File: config.mk
export PLATFORM = sky130hd
export DESIGN_NAME = priority_grant_sequencer_flat
export DESIGN_NICKNAME = d
export VERILOG_FILES = /design/src/rtl/priority_grant_sequencer_pkg.sv /design/src/rtl/priority_grant_sequencer_if.sv /design/src/rtl/prienc32_prefix.sv /design/src/rtl/priority_grant_sequencer_onehot32_to_bin.sv /design/src/rtl/priority_grant_sequencer.sv /design/src/flat_wrapper.sv
export SDC_FILE = /design/constraint.sdc
export NUM_CORES = 1
export LEC_CHECK = 0
export BUFFER_PORTS_ARGS = -buffer_cell sky130_fd_sc_hd__buf_4
export CORE_MARGIN = 5
export CORE_UTILIZATION = 55
export DETAILED_ROUTE_END_ITERATION = 8
export GPL_ROUTABILITY_DRIVEN = 1
export PLACE_DENSITY = 0.83
export SYNTH_ARGS = -nofsm -noshare
export SYNTH_HDL_FRONTEND = slang
export SYNTH_SLANG_ARGS = --single-unit
export TNS_END_PERCENT = 50
File: constraint.sdc
create_clock -name clk -period 6.5 [get_ports clk]
set_input_delay 0.65 -clock clk [delete_from_list [all_inputs] [get_ports clk]]
set_output_delay 0.65 -clock clk [all_outputs]
set_load 0.03 [all_outputs]
File: src/rtl/priority_grant_sequencer_pkg.sv
// Shared widths, FSM state and grant record for the priority grant sequencer.
package priority_grant_sequencer_pkg;

    localparam int REQ_W = 32;
    localparam int IDX_W = 5;
    localparam int CNT_W = 16;

    typedef enum logic [1:0] {
        ST_IDLE,
        ST_LOAD,
        ST_OFFER
    } state_t;

    typedef struct packed {
        logic [REQ_W-1:0] onehot;
        logic [IDX_W-1:0] idx;
    } grant_t;

endpackage

File: src/rtl/priority_grant_sequencer_if.sv
// Request/grant bus between a requester-side master and the sequencer.
interface priority_grant_sequencer_if;
    import priority_grant_sequencer_pkg::*;

    logic [REQ_W-1:0] req_set;
    logic [REQ_W-1:0] req_clr;
    logic             grant_ready;
    logic             grant_valid;
    logic [REQ_W-1:0] grant_onehot;
    logic [IDX_W-1:0] grant_idx;
    logic [REQ_W-1:0] pending;
    logic [CNT_W-1:0] grant_cnt;

    modport master (
        output req_set, req_clr, grant_ready,
        input  grant_valid, grant_onehot, grant_idx, pending, grant_cnt
    );

    modport slave (
        input  req_set, req_clr, grant_ready,
        output grant_valid, grant_onehot, grant_idx, pending, grant_cnt
    );

endinterface

File: src/rtl/prienc32_prefix.sv
// 32-bit highest-index-wins priority encoder built on a parallel-prefix suffix OR.
module prienc32_prefix
    import priority_grant_sequencer_pkg::*;
(
    input  logic             clk,
    input  logic             rst,
    input  logic [REQ_W-1:0] req,
    output logic [REQ_W-1:0] onehot
);

    localparam int LVLS = $clog2(REQ_W);

    // sfx[LVLS][i] = |req[REQ_W-1:i], built in log2 levels (Kogge-Stone style)
    logic [LVLS:0][REQ_W-1:0] sfx;

    assign sfx[0] = req;

    for (genvar l = 0; l < LVLS; l++) begin : g_lvl
        for (genvar i = 0; i < REQ_W; i++) begin : g_bit
            if (i + (1 << l) < REQ_W) begin : g_or
                assign sfx[l+1][i] = sfx[l][i] | sfx[l][i + (1 << l)];
            end else begin : g_pass
                assign sfx[l+1][i] = sfx[l][i];
            end
        end
    end

    // a bit wins only if nothing above it is set
    assign onehot = req & ~{1'b0, sfx[LVLS][REQ_W-1:1]};

    a_onehot0 : assert property (@(posedge clk) disable iff (rst) $onehot0(onehot));

endmodule

File: src/rtl/priority_grant_sequencer_onehot32_to_bin.sv
// One-hot to binary index; an all-zero input maps to index 0.
module onehot32_to_bin
    import priority_grant_sequencer_pkg::*;
(
    input  logic [REQ_W-1:0] onehot,
    output logic [IDX_W-1:0] idx
);

    always_comb begin
        idx = '0;
        for (int i = 0; i < REQ_W; i++) begin
            if (onehot[i]) idx = idx | IDX_W'(i);
        end
    end

endmodule

File: src/rtl/priority_grant_sequencer.sv
// Pending-request register with an IDLE/LOAD/OFFER grant sequencer; one
// highest-index grant is snapshotted per LOAD and held until its handshake.
module priority_grant_sequencer
    import priority_grant_sequencer_pkg::*;
#(
    parameter bit CLR_ON_GRANT = 1'b1
) (
    input  logic                       clk,
    input  logic                       rst,
    priority_grant_sequencer_if.slave  bus
);

    state_t           state, state_d;
    logic [REQ_W-1:0] pending_q, pending_d, clr_mask;
    logic [REQ_W-1:0] enc_onehot;
    logic [IDX_W-1:0] enc_idx;
    grant_t           grant_q, grant_d;
    logic             valid_q, valid_d;
    logic [CNT_W-1:0] cnt_q, cnt_d;
    logic             handshake;

    prienc32_prefix u_prienc (
        .clk    (clk),
        .rst    (rst),
        .req    (pending_q),
        .onehot (enc_onehot)
    );

    onehot32_to_bin u_bin (
        .onehot (enc_onehot),
        .idx    (enc_idx)
    );

    assign handshake = (state == ST_OFFER) && valid_q && bus.grant_ready;

    // set beats clear on the same bit
    always_comb begin
        clr_mask = bus.req_clr;
        if (CLR_ON_GRANT && handshake) clr_mask = clr_mask | grant_q.onehot;
        pending_d = (pending_q & ~clr_mask) | bus.req_set;
    end

    always_ff @(posedge clk or posedge rst) begin
        if (rst) state <= ST_IDLE;
        else     state <= state_d;
    end

    // IDLE looks at the next pending value so a request reaches LOAD one cycle later
    always_comb begin
        state_d = state;
        unique case (state)
            ST_IDLE:  if (pending_d != '0) state_d = ST_LOAD;
            ST_LOAD:  state_d = (pending_q != '0) ? ST_OFFER : ST_IDLE;
            ST_OFFER: if (handshake) state_d = ST_IDLE;
            default:  state_d = ST_IDLE;
        endcase
    end

    always_comb begin
        grant_d = grant_q;
        valid_d = (state_d == ST_OFFER);
        cnt_d   = cnt_q + CNT_W'(handshake);
        if (state == ST_LOAD) begin
            grant_d.onehot = enc_onehot;
            grant_d.idx    = enc_idx;
        end
        // offer snapshot is only meaningful while valid; zero it on IDLE entry
        if (state_d == ST_IDLE) grant_d = '0;
    end

    always_ff @(posedge clk or posedge rst) begin
        if (rst) begin
            pending_q <= '0;
            grant_q   <= '0;
            valid_q   <= 1'b0;
            cnt_q     <= '0;
        end else begin
            pending_q <= pending_d;
            grant_q   <= grant_d;
            valid_q   <= valid_d;
            cnt_q     <= cnt_d;
        end
    end

    assign bus.pending      = pending_q;
    assign bus.grant_valid  = valid_q;
    assign bus.grant_onehot = grant_q.onehot;
    assign bus.grant_idx    = grant_q.idx;
    assign bus.grant_cnt    = cnt_q;

endmodule

File: src/flat_wrapper.sv
// flat-port wrapper written by rule: the top's interface ports become plain ports
module priority_grant_sequencer_flat import priority_grant_sequencer_pkg::*;
#(
    parameter bit CLR_ON_GRANT = 1'b1
)
  (clk, rst, bus_req_set, bus_req_clr, bus_grant_ready, bus_grant_valid, bus_grant_onehot, bus_grant_idx, bus_pending, bus_grant_cnt);
  priority_grant_sequencer_if bus_i ();
  input  logic clk;
  input  logic rst;
  input wire logic [$bits(bus_i.req_set)-1:0] bus_req_set;
  input wire logic [$bits(bus_i.req_clr)-1:0] bus_req_clr;
  input wire logic [$bits(bus_i.grant_ready)-1:0] bus_grant_ready;
  output wire logic [$bits(bus_i.grant_valid)-1:0] bus_grant_valid;
  output wire logic [$bits(bus_i.grant_onehot)-1:0] bus_grant_onehot;
  output wire logic [$bits(bus_i.grant_idx)-1:0] bus_grant_idx;
  output wire logic [$bits(bus_i.pending)-1:0] bus_pending;
  output wire logic [$bits(bus_i.grant_cnt)-1:0] bus_grant_cnt;
  assign bus_i.req_set = bus_req_set;
  assign bus_i.req_clr = bus_req_clr;
  assign bus_i.grant_ready = bus_grant_ready;
  assign bus_grant_valid = bus_i.grant_valid;
  assign bus_grant_onehot = bus_i.grant_onehot;
  assign bus_grant_idx = bus_i.grant_idx;
  assign bus_pending = bus_i.pending;
  assign bus_grant_cnt = bus_i.grant_cnt;
  priority_grant_sequencer #(.CLR_ON_GRANT(CLR_ON_GRANT)) u_core (.clk(clk), .rst(rst), .bus(bus_i));
endmodule
After elaboration in Yosys (flattened, before gate mapping)
Index checks and enable logic that the tools add are counted.

word-level totals
  bits in registers = 88
  input port bits = 67
  output and inout port bits = 86
  logic and storage cells = 187

operators by class
  add/sub/neg operators = 1
  equal/unequal tests = 3
  mux-type cells = 40
  bitwise logic cells = 130
  reductions and logical operators = 7

operators with widths
  cell                number
  $or 1x1->1          124
  $mux 5              16
  $mux 37             2
  $and 32x32->32      2
  $or 32x32->32       2
  $reduce_bool 32->1  2
  $mux 32             1
  $mux 4              8
  $not 31->32         1
  $not 32->32         1
  $add 16x1->16       1
  $mux 2              7
  $mux 3              4
  $pmux 2 s3          1
  $eq 2x2->1 const B  2
  $logic_not 2->1     2
  $eq 2x1->1 const B  1
  $logic_and 1x1->1   2
  $reduce_bool 2->1   1
  $mux 1              1

Depth between registers and ports, before layout
Gate-level depths: netlist of run 1.

  depth after elaboration = 40
  depth in mapped cells = 9

Cells and area by module
Synthesis of run 1 repeated with hierarchy kept, for this count alone.

unflattened totals
  cells, all modules = 510
  area, all modules = 4,869.7 um^2

by module, submodules not included
  module                    instances  cells an instance  area an instance (um^2)
  priority_grant_sequencer  1          416                4,234.1
  prienc32_prefix           1          70                 498.0
  onehot32_to_bin           1          24                 137.6

Least setup slack after synthesis of run 1
OpenSTA, ideal clock, no wires.

  path type = input to register
  from = input bus_grant_ready
  to = register u_core.cnt_q[14] (netlist: u_core.bus.grant_cnt[14])
  arrival = 2.460 ns
  path slack = 3.907 ns
  cell stages on the path = 9
  buffers on the path = 3
  cells stage by stage = and4b_1 -> buf_4 -> clkbuf_1 -> buf_1 -> ha_1 -> ha_1 -> and3_1 -> nand4_1 -> xnor2_1

between the ends
  word-level cells in the longest chain between the ends = 2

ends and longest elaborated chain
  item                  RTL line                        text
  start, declared       flat_wrapper.sv:12              input wire logic [$bits(bus_i.grant_ready)-1:0] bus_grant_ready;
  $logic_and 1x1->1     priority_grant_sequencer.sv:34  assign handshake = (state == ST_OFFER) && valid_q && bus.grant_ready;
  $add 16x1->16         priority_grant_sequencer.sv:62  cnt_d = cnt_q + CNT_W'(handshake);
  via u_core.cnt_d[14]  priority_grant_sequencer.sv:19  logic [CNT_W-1:0] cnt_q, cnt_d;
  end signal, assigned  priority_grant_sequencer.sv:81  cnt_q <= cnt_d;
  end, declared         priority_grant_sequencer.sv:19

The timed path passes the listed nets, and every way through them passes these cells.
A chain may end at the register's enable or synchronous reset.

Worst setup path in the final report of run 1
  from = register u_core.pending_q[25] (netlist: u_core.bus.pending[25])
  to = register u_core.grant_q, in the netlist u_core.bus.grant_onehot[16]

between the ends
  word-level cells in the longest chain between the ends = 8
  elaborated cells between the ends (all ways) = 18
  those cells by class = mux (6); bitwise (8); reduce/logical (4)

ends and longest elaborated chain
  item                                              RTL line                                                        text
  start, declared                                   priority_grant_sequencer.sv:14                                  logic [REQ_W-1:0] pending_q, pending_d, clr_mask;
  start signal, assigned                            priority_grant_sequencer.sv:78                                  pending_q <= pending_d;
  $and 32x32->32 or $or 1x1->1 (tied branches)      priority_grant_sequencer.sv:40, prienc32_prefix.sv:21
  $or 32x32->32 or $or 1x1->1 (tied branches)       priority_grant_sequencer.sv:40, prienc32_prefix.sv:21
  $reduce_bool 32->1 or $or 1x1->1 (tied branches)  priority_grant_sequencer.sv:52, prienc32_prefix.sv:21
  $mux 2 or $or 1x1->1 (tied branches)              priority_grant_sequencer.sv:52, prienc32_prefix.sv:21
  $mux 2 or $not 31->32 (tied branches)             priority_grant_sequencer.sv:51, prienc32_prefix.sv:29
  $pmux 2 s3 or $and 32x32->32 (tied branches)      priority_grant_sequencer.sv:51, prienc32_prefix.sv:29
  $logic_not 2->1 or $mux 37 (tied branches)        priority_grant_sequencer.sv:68, priority_grant_sequencer.sv:63
  $mux 37 or $reduce_bool 2->1 (tied branches)      -
  end signal, assigned                              priority_grant_sequencer.sv:79                                  grant_q <= grant_d;
  end, declared                                     priority_grant_sequencer.sv:17                                  grant_t grant_q, grant_d;

Several ways; a longest one is shown, not always the timed one. The select of a mux whose other input is x is not followed.

==> results of run 1 <==
==> registers in the layout (all words and copies together) (netlist names) <==
register / count
u_core.bus.grant_valid: 1
u_core.bus.grant_cnt: 16
u_core.bus.grant_idx: 5
u_core.bus.pending: 32
u_core.bus.grant_onehot: 32
u_core.state: 2
==> worst reg2reg max path, cell delays in order, from the launching register on <==
cell and delay, ps:
dfrtp_1 470, or4_4 610, nor3_2 570, and4_1 320, nand3b_1 130, a21oi_4 970
a22oi_1 220
==> final cells by class <==
class,instances,area (um^2),share of cell area [%]
inverters,9,35.0,0.580
clock buffers,11,141,2.34
clock inverters,5,38.8,0.642
well taps,105,131,2.18
repair buffers,157,1180,19.5
flip-flops and latches,88,2200,36.5
multi-input cells,370,2310,38.3
==> cells by family after synthesis <==
family | synth area share (%)
compound gates | 18.4
simple gates | 27.0
buf+inv | 3.42
xor+xnor | 2.64
flops | 47.4
mux | 0.646
fa+ha+maj | 0.538
==> path summary, 6_finish.rpt <==
| kind | depth (start not counted) | endpoint | slack, ps |
|---|---|---|---|
| hold reg to reg | 1 | u_core.bus.grant_cnt[15]$_DFF_PP0_ | 480 |
| hold / removal | 1 | u_core.bus.grant_cnt[15]$_DFF_PP0_ | 480 |
| setup reg to reg | 6 | u_core.bus.grant_onehot[16]$_DFFE_PP0P_ | 3030 |
| setup / recovery | 6 | u_core.bus.grant_onehot[16]$_DFFE_PP0P_ | 3030 |
| max in group asynchronous | 3 | u_core.bus.grant_onehot[11]$_DFFE_PP0P_ | 5100 |
| min in group asynchronous | 3 | u_core.bus.pending[29]$_DFF_PP0_ | 660 |
==> placed cells by master (no fill, tap or decap), types with 3 or more instances in the layout <==
cell         n
a21oi_2      7
and3_1      14
and4b_1      4
a21oi_1     76
buf_4      157
a211oi_1     3
nor3_1       7
o2111ai_1    3
o21ai_0      6
nor4_1      14
nor3b_1      3
a31oi_1      3
xnor2_1      9
nor2b_1      7
xor2_1       5
nand3_1     12
dfrtp_1     88
nand2b_1    30
inv_2        3
nand2_1     26
o22ai_1     10
nor2_1      30
nand4_1     14
a22oi_1      4
a21o_1       3
inv_1        5
nand3b_1     3
clkbuf_8    10
a2111oi_2    3
or2_2       30
mux2i_1      3
==> layer usage <==
metal / vias to the layer above / track usage (%)
met5: - / 0
met4: 0 / 12.3
met3: 49 / 7.58
met2: 336 / 49.7
met1: 2295 / 41.1
li1: 2083 / -
==> power breakdown <==
part           internal (uW)  total [uW]  switching (uW)  leakage, uW
logic                    207         650             443      0.00157
clock network            153         361             208    0.0000903
registers                609         687            78.8      0.00111
total                    969        1700             730      0.00277
==> through the flow <==
step / hold slack (ps) / power [uW]
finish: 482 / 1700
CTS: 481 / 1690
global placement: 458 / 1320
global route: 478 / 1770
floorplan: 649 / 1120
detailed placement: 466 / 1340
==> flow_summary.toml, run 1 <==
[cts]
clock_latency_ps = 360
cts_setup_buffers = 0
ctsResizeCount = 0
numCtsBuffers = 9
cts-root-buf = "clkbuf_8"
postCtsHoldBufs = 0
cts.sinks = 88
cts_max_level = 3
cts_tree = "built"
clk_pin_slew_ps = 90
cts_buffer_depth = 2

[setup_path]
crit_slowest_cell = "a21oi_4"
path_cells = "or4_4 -> nor3_2 -> and4_1 -> nand3b_1 -> a21oi_4 -> a22oi_1"
cp-start-kind = "flip-flop"
slowest_delay_ps = 970
crit_family = "simple AND/OR/NAND/NOR gates"
crit_type = "reg -> reg"
crit_path_end_kind = "flip-flop"
r2r_start = "u_core.bus.pending[25]$_DFF_PP0_"
cp_max_fo = 39
cp.arrival_ps = 3650
crit_start = "u_core.bus.pending[25]$_DFF_PP0_"
worst-path-buf-inv = 0
worst-endpoint-required_ps = 6680

[die]
core-area_um2 = 8220
die_w_um = 102
num_rows = 33
start_util_pct = 56.6
die_height_um = 102
pin_count = 153
dieArea_um2 = 10400

[route]
drtIter0Drc = 395
wl_met1_um = 6320
antenna_left = 0
vias = 4763
firstDrtPassIters = 5
met3_length_um = 1810
wire_per_inst_um = 21.9
drt_wl_total_um = 16300
via_per_inst = 6.39
top_layer = "met4"
dr_wl_met2_um = 7630
drc = 0

[timing]
worst_pin_slew_ps = 1240
slew_headroom_pct = 16.2
max_freq_mhz = 288
min_period_over_period_pct = 53.4
skew_ps = 11.6
finalMaxSlewViolations = 0
worst_slack_ps = 3030
setup_viol = 0
rsz0062_at_grt = "false"
report.final.hold_viol_count = 0
tns_ps = 0
min_period_ps = 3470

[finish]
fillCellCount = 623
nets = 704
final_cells = 745
drive_gt1_share_pct = 35.9
utilization_pct = 73.5
antennaDiodeCount = 0
fin_area_um2 = 6040
area_growth_pct = 29.9

[synthesis]
synth_ff_type = "dfrtp_1"
netlist.area_leader.share_pct = 47.4
yosys-top-cells-area = "dfrtp_1, a21oi_1, nand2b_1"
synth_most_common_cell = "dfrtp_1"
synth-edff-count = 0
syn-num-nets = 557
synth_cell_types = 62
ys_async_sr_fraction_pct = 100
postSynthAreaPerCell_um2 = 9.53
ys_seq_elements = 88
syn_inst = 488
yosysWarnings = 0
yosysTopAreaCell = "dfrtp_1"
syn-cell-area_um2 = 4650
synth_top_cells_by_count = "dfrtp_1, a21oi_1, nand2b_1, nor2_1, or2_2"
seq_area_frac_synth_pct = 47.4

[run]
maxCapViolCount = 0

[hold_path]
min_path_type = "reg -> reg"
hp-start = "u_core.bus.grant_cnt[15]$_DFF_PP0_"

[placement]
place_inst = 729
io_buffers = 152
dp_hpwl_um = 12200
pre_cts_slack_ps = 3100
placed_cell_area_um2 = 5860
place_congestion = 1.03

[grt]
grt_max_degree = 89
overflow = 0
antenna_found_initial = 0
grt_pass1_vias = 4591
grt_pass1_wl_um = 24600
track_usage_pct = 31.1

[power_and_ir_drop]
power_leakage_uw = 0.00277
cellPowerDensity_nw_per_um2 = 281
ir_drop_mv = 0.310

[status]
status = "complete, no violations"
Note: power is estimated with default switching activity, not from simulation.
==> run 2: changes to the inputs <==
--- a/config.mk
+++ b/config.mk
@@ -7,10 +7,10 @@
 export LEC_CHECK = 0
 export BUFFER_PORTS_ARGS = -buffer_cell sky130_fd_sc_hd__buf_4
 export CORE_MARGIN = 5
-export CORE_UTILIZATION = 55
+export CORE_UTILIZATION = 51
 export DETAILED_ROUTE_END_ITERATION = 8
 export GPL_ROUTABILITY_DRIVEN = 1
-export PLACE_DENSITY = 0.83
+export PLACE_DENSITY = 0.77
 export SYNTH_ARGS = -nofsm -noshare
 export SYNTH_HDL_FRONTEND = slang
 export SYNTH_SLANG_ARGS = --single-unit
==> constraint.sdc (replaced) <==
create_clock -name clk -period 3.28 [get_ports clk]
set_input_delay 0.328 -clock clk [delete_from_list [all_inputs] [get_ports clk]]
set_output_delay 0.328 -clock clk [all_outputs]
set_load 0.03 [all_outputs]
==> run 2 against run 1 <==
Net effect:
- sequential share of layout area is 0.80 points lower
- clock-buffer cell count fell by 2
- flip-flop and latch count unchanged
- critical path depth increased by 1
- global-route usage decreased by 1.3 points
- clock skew decreased by 3.8 ps
- largest cell class unchanged
- total power is 110% higher
- maximum frequency increased by 16%
- final area increased by 2.2%
- cell count increased by 2.1%
==> flow_summary.toml, run 2 (synthesis results as in run 1) <==
[status]
status = "complete, no violations"

[placement]
io_buffers = 152
place_inst = 744
placed_cell_area_um2 = 5950
dp_hpwl_um = 13000
place_congestion = 0.991

[cts]
cts_max_level = 3
cts-root-buf = "clkbuf_8"
clk_pin_slew_ps = 100
cts.sinks = 88
cts_tree = "built"
clock_latency_ps = 360
numCtsBuffers = 9
cts_buffer_depth = 2
cts_setup_buffers = 0

[finish]
fillCellCount = 730
drive_gt1_share_pct = 37.2
final_cells = 761
multiInputGateArea_um2 = 2310
utilization_pct = 70.1
nets = 717
regArea_um2 = 2200
antennaDiodeCount = 0
final_common_cell = "buf_4"
fin_area_um2 = 6170
area_growth_pct = 32.8
final_cell_mix = "buf_4, dfrtp_1, a21oi_1"

[grt]
overflow = 0
grt_pass1_wl_um = 25900
grt_pass1_vias = 4672
grt_max_degree = 41
antenna_found_initial = 0
track_usage_pct = 29.8

[timing]
min_period_ps = 2990
max_freq_mhz = 334
skew_ps = 7.76
tns_ps = 0
report.final.hold_viol_count = 0
worst_pin_slew_ps = 750
finalMaxSlewViolations = 0
min_period_over_period_pct = 91.3
rsz0062_at_grt = "false"
setup_viol = 0
slew_headroom_pct = 50.0

[die]
die_w_um = 105
die_height_um = 105
start_util_pct = 52.8
num_rows = 34
dieArea_um2 = 11100
pin_count = 153
core-area_um2 = 8810

[setup_path]
worst-path-buf-inv = 1
slowest_delay_ps = 640
crit_slowest_cell = "nor4_1"
crit_path_end_kind = "flip-flop"
crit_family = "simple AND/OR/NAND/NOR gates"
worst-endpoint-required_ps = 3510
cp.arrival_ps = 3220
cp_max_fo = 20
crit_type = "reg -> reg"
cp-start-kind = "flip-flop"
path_cells = "and4b_1 -> a2bb2oi_1 -> nor4_1 -> nand4_1 -> o31ai_4 -> buf_4 -> a22oi_1"

[route]
drtIter0Drc = 433
drt_wl_total_um = 16500
wire_per_inst_um = 21.7
antenna_left = 0
drc = 0
vias = 4692
firstDrtPassIters = 5
via_per_inst = 6.17

[hold_path]
min_path_type = "in -> reg"

[power_and_ir_drop]
finalPower_uw = 3490
cellPowerDensity_nw_per_um2 = 566
power_leakage_uw = 0.00284
ir_drop_mv = 0.478

[run]
maxCapViolCount = 0
run 2: final timing paths:
check,start,end,slack (ps),cells after the start
setup / recovery,u_core.state[0]$_DFF_PP0_,u_core.bus.grant_onehot[16]$_DFFE_PP0P_,290,7
hold / removal,bus_req_set[13],u_core.bus.pending[13]$_DFF_PP0_,160,2
setup reg to reg,u_core.state[0]$_DFF_PP0_,u_core.bus.grant_onehot[16]$_DFFE_PP0P_,290,7
hold reg to reg,u_core.bus.grant_cnt[15]$_DFF_PP0_,u_core.bus.grant_cnt[15]$_DFF_PP0_,470,1
max in group asynchronous,rst,u_core.bus.pending[14]$_DFF_PP0_,2050,4
min in group asynchronous,rst,u_core.bus.grant_cnt[9]$_DFF_PP0_,460,3
run 2: repair_timing:
item / 4_1_cts / 5_1_grt
endpoints found under the hold margin: 15 / 0
hold buffers: 1 / 0
resized for setup: 0 / 0
run 2: per-layer routing:
layer / GRT usage [%] / share of wire [%] / vias to the layer above
met5: 0 / 0 / -
met4: 7.31 / 1.7 / 0
met3: 5.87 / 9.1 / 24
met2: 47.6 / 47 / 264
met1: 41.8 / 42 / 2298
li1: - / - / 2106
run 2: cell type report:
class,instances,area share [%]
well taps,108,2.19
flip-flops and latches,88,35.7
clock inverters,7,1.42
clock buffers,9,2.01
inverters,9,0.567
repair buffers,170,20.7
multi-input cells,370,37.4
run 2: worst reg2reg max path: cells and delay by family (launching register included):
kind,cells,cell delay (ps)
AO/OA/AOI/OAI,3,690
buffers and inverters,1,290
flip-flops,1,420
AND/OR/NAND/NOR,3,1460
run 2: through the flow:
step	hold slack [ps]	worst slack [ps]
final	161	287
after global routing	150	197
after CTS	151	377
after detailed placement	290	394
after global placement	287	402
after floorplan	420	673
run 2: power by group:
| group | internal, uW | leakage [uW] | switching [uW] |
|---|---|---|---|
| sequential | 1210 | 0.00111 | 149 |
| combinational | 445 | 0.00163 | 878 |
| clock | 371 | 0.000102 | 445 |
